**src/rtl/piso_pkg.sv**
```systemverilog
// Shared definitions for the serial link: shifter state encoding and default word width.
package piso_pkg;

   localparam int unsigned DEFAULT_WIDTH = 4;

   typedef enum logic {IDLE, SHIFT} state_t;

endpackage

```
**src/rtl/piso_tx.sv**
```systemverilog
// Parallel-in/serial-out transmitter: one-word holding register feeding an MSB-first
// shifter, with back-to-back words streamed without an idle bit between them.
module piso_tx
   import piso_pkg::*;
#(
   parameter int unsigned WIDTH = DEFAULT_WIDTH
) (
   input  logic             clk,
   input  logic             clear,
   input  logic [WIDTH-1:0] din,
   input  logic             din_valid,
   output logic             din_ready,
   output logic             dout,
   output logic             dout_valid,
   output logic             word_done,
   output logic             busy
);

   localparam int unsigned    CW   = (WIDTH > 1) ? $clog2(WIDTH) : 1;
   localparam logic [CW-1:0]  LAST = CW'(WIDTH - 1);
   localparam logic [CW-1:0]  ONE  = CW'(1);

   state_t           r_state;
   state_t           w_state_nxt;
   logic [WIDTH-1:0] r_hold;
   logic             r_hold_full;
   logic [WIDTH-1:0] r_sreg;
   logic [CW-1:0]    r_cnt;
   logic             w_last;
   logic             w_load;
   logic             w_accept;

   always_comb begin
      w_last      = (r_cnt == LAST);
      w_accept    = din_valid && !r_hold_full;
      // A held word is loaded on the same edge the previous word's last bit retires,
      // so streaming words are gapless.
      w_load      = r_hold_full && ((r_state == IDLE) || w_last);
      w_state_nxt = r_state;
      if (w_load) begin
         w_state_nxt = SHIFT;
      end else if ((r_state == SHIFT) && w_last) begin
         w_state_nxt = IDLE;
      end
   end

   always_ff @(posedge clk or negedge clear) begin
      if (!clear) begin
         r_state     <= IDLE;
         r_hold      <= '0;
         r_hold_full <= 1'b0;
         r_sreg      <= '0;
         r_cnt       <= '0;
      end else begin
         r_state <= w_state_nxt;
         if (w_accept) begin
            r_hold      <= din;
            r_hold_full <= 1'b1;
         end
         if (w_load) begin
            r_sreg      <= r_hold;
            r_cnt       <= '0;
            r_hold_full <= 1'b0;
         end else if (r_state == SHIFT) begin
            if (!w_last) begin
               r_sreg <= r_sreg << 1;
               r_cnt  <= r_cnt + ONE;
            end else begin
               r_cnt  <= '0;
            end
         end
      end
   end

   always_comb begin
      din_ready  = !r_hold_full;
      dout_valid = (r_state == SHIFT);
      dout       = (r_state == SHIFT) && r_sreg[WIDTH-1];
      word_done  = (r_state == SHIFT) && w_last;
      busy       = (r_state == SHIFT) || r_hold_full;
   end

endmodule
```
**config.mk**
```make
export PLATFORM = sky130hd
export DESIGN_NAME = piso_tx
export DESIGN_NICKNAME = d
export VERILOG_FILES = /design/src/rtl/piso_pkg.sv /design/src/rtl/piso_tx.sv
export SDC_FILE = /design/constraint.sdc
export NUM_CORES = 1
export LEC_CHECK = 0
export ABC_AREA = 1
export BUFFER_PORTS_ARGS = -buffer_cell sky130_fd_sc_hd__buf_2
export CAP_MARGIN = 30
export CORE_AREA = 4 4 41 43
export DETAILED_ROUTE_END_ITERATION = 16
export DIE_AREA = 0 0 45 47
export PLACE_DENSITY = 0.7
export SLEW_MARGIN = 10
export SYNTH_ARGS = -nofsm -noshare
export SYNTH_HDL_FRONTEND = slang
export SYNTH_SLANG_ARGS = --single-unit
```
**constraint.sdc**
```tcl
create_clock -name clk -period 1.3 [get_ports clk]
set_input_delay 0.26 -clock clk [delete_from_list [all_inputs] [get_ports clk]]
set_output_delay 0.26 -clock clk [all_outputs]
set_load 0.02 [all_outputs]
```
# == Word level (Yosys, flattened, before mapping) ==
# Index checks and enable logic that the tools add are counted.
# classes
addsub,1
reduce_logical,11
mux,10
eq_ne,2
n_bitwise,1
# op_table
operator,count
$mux 4,3
$mux 2,3
$reduce_bool 2->1,3
$logic_and 1x1->1,4
$mux 1,4
$add 2x1->2 const B,1
$eq 2x2->1 const B,1
$logic_or 1x1->1,2
$ne 2x1->1 const B,1
$reduce_and 2->1,1
$logic_not 1->1,1
$not 1->1,1
# word_totals
word_cells,30
out_inout_bits,5
register_bits,12
inputBits,7

# == Logic depth before layout (Yosys ltp) ==
# Gate-level depths: netlist of run 1.
# depth
word_depth,5
ltp_mapped,6
mapped_depth_nobuf,6

# == Least setup slack after synthesis of run 1 ==
# Ideal clock, no wire load.
# synth_path
path_kind,register to register
startpoint,register r_cnt[0]
endpoint,register r_sreg[1]
stages_incl_launch_ff,7
slack_ns,0.184
t_required_ns,1.176
path_buffers,1
t_arrival_ns,0.992
period_less_slack_ns,1.116
cell_sequence,dfrtp_1 ha_1 inv_1 nand2_2 buf_6 nand3_1 nand3_1
# synth_between
elab_chain_cells,5
# synth_lines
element,line_no,source
start: declaration,piso_tx.sv:28,logic [CW-1:0] r_cnt;
start signal: assignment,piso_tx.sv:67,r_cnt <= r_cnt + ONE;
$eq 2x2->1 (*),piso_tx.sv:34,w_last = (r_cnt == LAST);
$logic_or 1x1->1,piso_tx.sv:38,w_load = r_hold_full && ((r_state == IDLE) || w_last);
$logic_and 1x1->1,piso_tx.sv:38,
$ne 2x1->1 (no source line) / $reduce_bool 2->1 (equally long branches),n/a,
$reduce_and 2->1 (no source line),n/a,
end signal: assignment,piso_tx.sv:61,r_sreg <= r_hold;
end signal: assignment,piso_tx.sv:66,r_sreg <= r_sreg << 1;
end: declaration,piso_tx.sv:27,logic [WIDTH-1:0] r_sreg;
# Every way passes the cells marked *; elsewhere a longest branch is shown, timed or not.
# A chain may end at the register's enable or synchronous reset.

# == Worst setup path in the final report of run 1 ==
# layout_path
startpoint,register r_cnt[0]
endpoint,output port word_done
# layout_between
elab_chain_cells,2
# layout_lines
element,line_no,source
$eq 2x2->1,piso_tx.sv:34,
$logic_and 1x1->1,piso_tx.sv:79,word_done = (r_state == SHIFT) && w_last;
end: declaration,piso_tx.sv:15,"output logic word_done,"
# No other way between the ends.

==> results of run 1 <==
critical path, delay by kind of cell (launching register included):
kind | cells | cell delay [ns]
AND/OR/NAND/NOR | 1 | 0.06
buffers and inverters | 2 | 0.16
flip-flops | 1 | 0.39
adder cells (fa/ha/maj) | 1 | 0.20
placed cells by master, fill, tap and decap left out, drive strengths merged:
cell type / n
dfrtp: 12
nor2: 3
nand2: 22
buf: 17
dlygate4sd3: 1
clkbuf: 3
ha: 1
inv: 7
nand3: 15
o21ai: 2
how the worst min path moves through the flow:
stage | from | end | slack [ns] | cells after the start
after floorplan | clear | dout_valid | -0.04 | 0
after global placement | clear | r_cnt[1] | 0.15 | 1
after detailed placement | clear | r_cnt[1] | 0.14 | 1
after CTS | din[0] | r_hold[0] | 0.22 | 3
after global routing | din[2] | r_hold[2] | 0.24 | 3
final | din[0] | r_hold[0] | 0.22 | 3
area by class of cell:
cell class              instances  area (µm²)
fillers                       135         598
flip-flops and latches         12         303
multi-input cells              43         216
repair buffers                 18         116
inverters                       7        26.3
clock buffers                   3        22.5
well taps                      15        18.8
timing repair:
item | CTS | global route
hold endpoints to repair | 12 | 0
endpoints found under the setup margin | 3 | 2
gates resized for setup | 4 | 2
pin swaps | 1 | 1
setup buffers | 4 | 0
hold buffers | 1 | 0
registers in the layout, indices dropped and copies added (netlist names):
name / count
r_cnt: 2
r_hold_full: 1
r_sreg: 4
dout_valid: 1
r_hold: 4
metrics by stage:
step	instance area (µm²)	hold slack, ns	TNS, ns	total power [µW]	std cells
after floorplan	561	-0.0356	0	1280	64
after global placement	627	0.146	0	1400	90
after detailed placement	627	0.145	0	1430	90
after CTS	699	0.216	-0.0537	1770	98
after global routing	703	0.237	-0.148	1950	98
final	703	0.221	-0.0283	1770	98
power by group through the flow:
stage               logic [µW]  registers [µW]  clock network (µW)
CTS                        879             664                 223
finish                     873             676                 216
global route              1010             698                 242
detailed placement         738             690                   0
global placement           723             679                   0
floorplan                  608             670                   0
cell families (layout without fill, tap and decap cells):
| group | Yosys count | after routing |
|---|---|---|
| and+or+nand+nor | 40 | 40 |
| adders and majority gates | 1 | 1 |
| AOI/OAI and AO/OA | 2 | 2 |
| DFF | 12 | 12 |
| buffers and inverters | 9 | 28 |
metal layers:
layer / part of all wire / wire length (µm) / GRT usage / vias to the layer above
li1: - / - / - / 241
met1: 0.45 / 455 / 0.160 / 202
met2: 0.46 / 458 / 0.184 / 12
met3: 0.075 / 75 / 0.0345 / 2
met4: 0.012 / 12 / 0.0702 / 0
met5: 0 / 0 / 0 / -
==> impl_metrics.sql, run 1 <==
INSERT INTO impl_metrics (metric_group, metric, value, unit) VALUES
('sta', 'report.final.hold_viol_count', '0', ''),
('route', 'dr_vias', '457', ''),
('synthesis', 'netlist_instances', '64', ''),
('route', 'drt_pass1_iterations', '3', ''),
('route', 'final_antenna_net_count', '0', ''),
('setup_path', 'kind_of_start_point_of_the_critical_path', 'flip-flop', ''),
('job', 'cap_violations', '0', ''),
('route', 'vias_per_cell', '4.66', ''),
('sta', 'timing.final.max_slew_violations', '0', ''),
('power_and_ir_drop', 'switching_part_of_the_total', '0.425', ''),
('route', 'routedWlPerCell', '10.2', 'µm'),
('run_status', 'violated_checks', 'negative setup slack', ''),
('layout', 'ant_cells', '0', ''),
('clock_network', 'cts.sinks', '12', ''),
('synthesis', 'synth.cell_area', '561', 'µm²'),
('sta', 'setup_viol_count_final', '1', ''),
('global_routing', 'first_global_vias', '420', ''),
('clock_network', 'cts_buffers', '3', ''),
('synthesis', 'seq_area_frac_synth', '0.536', ''),
('floorplanning', 'die-area', '0.00212', 'mm²'),
('floorplanning', 'die_x', '45', 'µm'),
('clock_network', 'htree_num_levels', '1', ''),
('layout', 'share_of_layout_cells_above_drive_strength_1', '0.361', ''),
('setup_path', 'path_class', 'flip-flop to output port', ''),
('clock_network', 'max_root_sink_buffers', '2', ''),
('setup_path', 'worstSetupEndpointType', 'output port', ''),
('global_routing', 'pin_count_of_the_biggest_net_entering_global_routing', '13', ''),
('synthesis', 'ys_types', '11', ''),
('floorplanning', 'floorplan.io_pins', '12', ''),
('synthesis', 'async_set_or_reset_flop_fraction_in_the_synthesized_netlist', '1.00', ''),
('setup_path', 'crit_path_max_fanout', '3', ''),
('layout', 'utilization', '0.540', ''),
('route', 'detail_route.wirelength', '1000', 'µm'),
('synthesis', 'synth-main-ff-cell', 'sky130_fd_sc_hd__dfrtp_1', ''),
('synthesis', 'synth_compound_gate_area_share', '0.0313', ''),
('synthesis', 'main_combinational_cell_family_by_area_after_synthesis', 'simple AND/OR/NAND/NOR gates', ''),
('power_and_ir_drop', 'p_int', '1020', 'µW'),
('floorplanning', 'rows', '13', ''),
('clock_network', 'cts_tree', 'yes', ''),
('clock_network', 'clock-root-buffer', 'sky130_fd_sc_hd__clkbuf_4', ''),
('synthesis', 'post-synth-top-area-cell', 'sky130_fd_sc_hd__dfrtp_1', ''),
('sta', 'timing.max_slew.rel_slack', '0.828', ''),
('sta', 'maxClockFrequency', '753', 'MHz'),
('synthesis', 'synth.area.mux_share', '0', ''),
('sta', 'post-route-worst-setup-slack', '-0.0283', 'ns'),
('synthesis', 'synth_enable_flop_cells', '0', ''),
('setup_path', 'crit_end', 'word_done', ''),
('setup_path', 'timing.critical_path.arrival', '1.07', 'ns'),
('clock_network', 'path_clk_slew', '0.07', 'ns'),
('synthesis', 'synth_most_common_cell', 'sky130_fd_sc_hd__nand2_1', ''),
('setup_path', 'crit_path_largest_cell_delay', '0.39', 'ns'),
('synthesis', 'netlist_top_cells_count', 'sky130_fd_sc_hd__nand2_1 (21), sky130_fd_sc_hd__nand3_1 (13), sky130_fd_sc_hd__dfrtp_1 (12)', ''),
('synthesis', 'yosys.area_share.simple', '0.324', ''),
('sta', 'layout_min_cycle_time', '1.33', 'ns'),
('run_status', 'result_of_the_run', 'complete, but fails checks', ''),
('global_routing', 'gr-usage-all-layers', '0.123', ''),
('synthesis', 'fraction_of_synthesized_cell_area_in_xor_and_xnor_cells', '0', ''),
('synthesis', 'synth_top_area_share', '0.536', ''),
('sta', 'final_worst_clock_skew', '0.00282', 'ns'),
('synthesis', 'mean_syn_cell_area', '8.76', 'µm²'),
('sta', 'grt_setup_unrepaired', 'true', ''),
('power_and_ir_drop', 'peakVddDrop', '1150', 'µV'),
('power_and_ir_drop', 'share_comb_of_total_power', '0.495', ''),
('setup_path', 'r2r_end', 'r_sreg[2]', ''),
('floorplanning', 'die_height', '47', 'µm'),
('setup_path', 'ff2ff_setup_slack', '0.18', 'ns'),
('layout', 'area_growth_syn_to_layout', '25.4', '%'),
('sta', 'worst_slew_pin_slew', '0.258', 'ns'),
('setup_path', 'crit_chain', 'ha_2, nand2_1, inv_1, buf_6', ''),
('global_routing', 'grt_pass1_wl', '1810', 'µm'),
('setup_path', 'r2r_cells', '5', '');
No activity file was read; power rests on OpenSTA's default activity.
==> run 2: changes to the inputs <==
Settings changed: RECOVER_POWER from default to 50.
==> run 2 against run 1 <==
The run still ends with negative setup slack left. Combinational power is essentially flat. Wire length up 0.30%. Clock skew about the same. Register-to-register slack barely moved. Critical path type unchanged. Largest power group unchanged. Via count is 0.22% higher. Critical path depth stayed put. Largest cell class unchanged. Worst hold slack about the same. Flip-flop and latch count unchanged.
==> impl_metrics.sql, run 2 (synthesis results as in run 1) <==
INSERT INTO impl_metrics (metric_group, metric, value, unit) VALUES
('setup_path', 'worstSetupStartpoint', 'r_cnt[0]', ''),
('layout', 'finalNetCount', '93', ''),
('clock_network', 'max_root_sink_buffers', '2', ''),
('clock_network', 'cts_buffers', '3', ''),
('run_status', 'result_of_the_run', 'complete, but fails checks', ''),
('clock_network', 'clock-root-buffer', 'sky130_fd_sc_hd__clkbuf_4', ''),
('global_routing', 'grt_pass1_wl', '1810', 'µm'),
('power_and_ir_drop', 'p_leak', '0.000379', 'µW'),
('sta', 'setup_tns', '-0.0482', 'ns'),
('floorplanning', 'initial_core_util', '0.431', ''),
('clock_network', 'path_clk_slew', '0.07', 'ns'),
('hold_path', 'hold-path-cell-count', '3', ''),
('job', 'cap_violations', '0', ''),
('power_and_ir_drop', 'p_seq_frac', '0.382', ''),
('setup_path', 'crit_path_largest_cell_delay', '0.39', 'ns'),
('setup_path', 'crit_chain', 'ha_2, nand2_1, inv_1, buf_6', ''),
('sta', 'maxClockFrequency', '752', 'MHz'),
('layout', 'area_growth_syn_to_layout', '25.2', '%'),
('setup_path', 'crit_path_max_fanout', '3', ''),
('sta', 'final_worst_clock_skew', '0.00281', 'ns'),
('global_routing', 'globalRouteOverflowTotal', '0', ''),
('setup_path', 'timing.critical_path.arrival', '1.07', 'ns'),
('floorplanning', 'die_x', '45', 'µm'),
('sta', 'setup_viol_count_final', '2', ''),
('layout', 'reg.largest.list', 'r_hold x4, r_sreg x4, r_cnt x2', ''),
('route', 'drc_viols', '0', ''),
('route', 'dr_vias', '458', ''),
('route', 'drtIter0Drc', '6', ''),
('sta', 'report.final.hold_viol_count', '0', ''),
('floorplanning', 'core_area', '0.00130', 'mm²'),
('placement', 'routabilityCongestion', '0.678', ''),
('run_status', 'violated_checks', 'negative setup slack', ''),
('power_and_ir_drop', 'switchingPower', '748', 'µW'),
('clock_network', 'cts_tree', 'yes', ''),
('hold_path', 'hold_start', 'din[0]', ''),
('global_routing', 'grt_antenna_before_repair', '0', ''),
('placement', 'post-place-ws', '0.126', 'ns'),
('setup_path', 'r2r_cells', '5', ''),
('setup_path', 'timing.critical_path.required', '1.04', 'ns'),
('placement', 'place.detailed.instances', '90', ''),
('power_and_ir_drop', 'cellPowerDensity', '2510', 'mW/mm²'),
('setup_path', 'path_class', 'flip-flop to output port', ''),
('power_and_ir_drop', 'peakVddDrop', '1140', 'µV'),
('route', 'detail_route.wirelength', '1010', 'µm'),
('clock_network', 'htree_num_levels', '1', ''),
('sta', 'layout_min_cycle_time', '1.33', 'ns'),
('power_and_ir_drop', 'switching_part_of_the_total', '0.424', ''),
('clock_network', 'clkLatencyLatePin', '0.26', 'ns'),
('setup_path', 'timing.rr.start', 'r_cnt[0]', ''),
('floorplanning', 'rows', '13', ''),
('layout', 'layout.filler_cells', '136', ''),
('placement', 'number_of_i_o_port_buffers', '11', ''),
('sta', 'timing.final.max_slew_violations', '0', ''),
('sta', 'timing.max_slew.rel_slack', '0.591', ''),
('layout', 'highest_count_cells_in_the_layout_ignoring_fill_and_taps', 'sky130_fd_sc_hd__nand2_1 (21), sky130_fd_sc_hd__nand3_1 (13), sky130_fd_sc_hd__dfrtp_1 (10)', ''),
('floorplanning', 'die-area', '0.00212', 'mm²'),
('sta', 'worst_slew_pin_slew', '0.613', 'ns'),
('global_routing', 'gr-usage-all-layers', '0.123', ''),
('layout', 'share_of_layout_cells_above_drive_strength_1', '0.337', ''),
('layout', 'ant_cells', '0', ''),
('power_and_ir_drop', 'share_comb_of_total_power', '0.495', ''),
('sta', 'fin_crit_sh', '1.02', ''),
('layout', 'final_cell_count_no_fill', '98', ''),
('global_routing', 'pin_count_of_the_biggest_net_entering_global_routing', '13', ''),
('clock_network', 'cts.sinks', '12', ''),
('route', 'vias_per_cell', '4.67', ''),
('layout', 'most_common_library_cell_in_the_layout_ignoring_fill_and_taps', 'sky130_fd_sc_hd__nand2_1', ''),
('sta', 'post-route-worst-setup-slack', '-0.0290', 'ns'),
('route', 'final_antenna_net_count', '0', ''),
('global_routing', 'first_global_vias', '420', ''),
('setup_path', 'kind_of_start_point_of_the_critical_path', 'flip-flop', ''),
('sta', 'grt_setup_unrepaired', 'true', ''),
('setup_path', 'slowest_cell_on_the_critical_path', 'sky130_fd_sc_hd__dfrtp_1', ''),
('route', 'drt_pass1_iterations', '3', ''),
('floorplanning', 'die_height', '47', 'µm'),
('floorplanning', 'floorplan.io_pins', '12', ''),
('route', 'routedWlPerCell', '10.3', 'µm'),
('setup_path', 'worstSetupEndpointType', 'output port', ''),
('power_and_ir_drop', 'p_int', '1010', 'µW'),
('power_and_ir_drop', 'power_frac_clock', '0.123', ''),
('hold_path', 'class_of_the_worst_hold_path', 'input pin to flip-flop', '');
[run 2: cell count changes in the layout (fill, tap and decap cells not counted)]
cell | before | now
sky130_fd_sc_hd__buf_2 | 10 | 9
sky130_fd_sc_hd__inv_2 | 1 | 0
sky130_fd_sc_hd__clkbuf_1 | 0 | 1
sky130_fd_sc_hd__inv_1 | 6 | 7
[run 2: final cells by class]
cell class	instances	area, µm²	share of cell area
Timing Repair Buffer	18	115	0.164
Inverter	7	26.3	0.0374
Clock buffer	3	22.5	0.0321
Multi-Input combinational cell	43	216	0.308
Sequential cell	12	303	0.431
Tap cell	15	18.8	0.0267
[run 2: timing repair]
action                                 4_1_cts  5_1_grt
gates resized for setup                      4        2
endpoints found under the hold margin       12        0
buffers inserted                             4        0
setup endpoints to repair                    3        2
pin swaps                                    1        1
hold buffers                                 1        0
[run 2: power groups by stage]
| stage | Sequential [µW] | Combinational, µW | Clock [µW] |
|---|---|---|---|
| finish | 674 | 872 | 216 |
| detailed placement | 690 | 738 | 0 |
| CTS | 664 | 879 | 223 |
| global route | 696 | 1010 | 242 |
| floorplan | 670 | 608 | 0 |
| global placement | 679 | 723 | 0 |
[run 2: through the flow]
step | cell area (µm²) | hold slack [ns] | utilization | total power [µW]
final | 702 | 0.221 | 0.539 | 1760
after global routing | 702 | 0.237 | 0.539 | 1950
after CTS | 699 | 0.216 | 0.538 | 1770
after detailed placement | 627 | 0.145 | 0.482 | 1430
after global placement | 627 | 0.146 | 0.482 | 1400
after floorplan | 561 | -0.0356 | - | 1280
[run 2: final timing paths]
check	to	slack (ns)
max	word_done	-0.03
min	r_hold[0]	0.22
max reg2reg	r_sreg[2]	0.18
min reg2reg	r_hold[0]	0.49
max in group asynchronous	dout_valid	0.36
min in group asynchronous	r_hold[1]	0.51
[run 2: worst max-delay path: cells and delay by family, from the launching register on]
| kind | cells | cell delay, ns |
|---|---|---|
| adders and majority gates | 1 | 0.20 |
| buffers and inverters | 2 | 0.16 |
| DFF | 1 | 0.39 |
| and+or+nand+nor | 1 | 0.06 |
[run 2: metal layers]
metal	GRT usage	routed length [µm]	up-vias
li1	-	-	241
met1	0.160	460	203
met2	0.184	456	12
met3	0.0345	75	2
met4	0.0702	12	0
met5	0	0	-
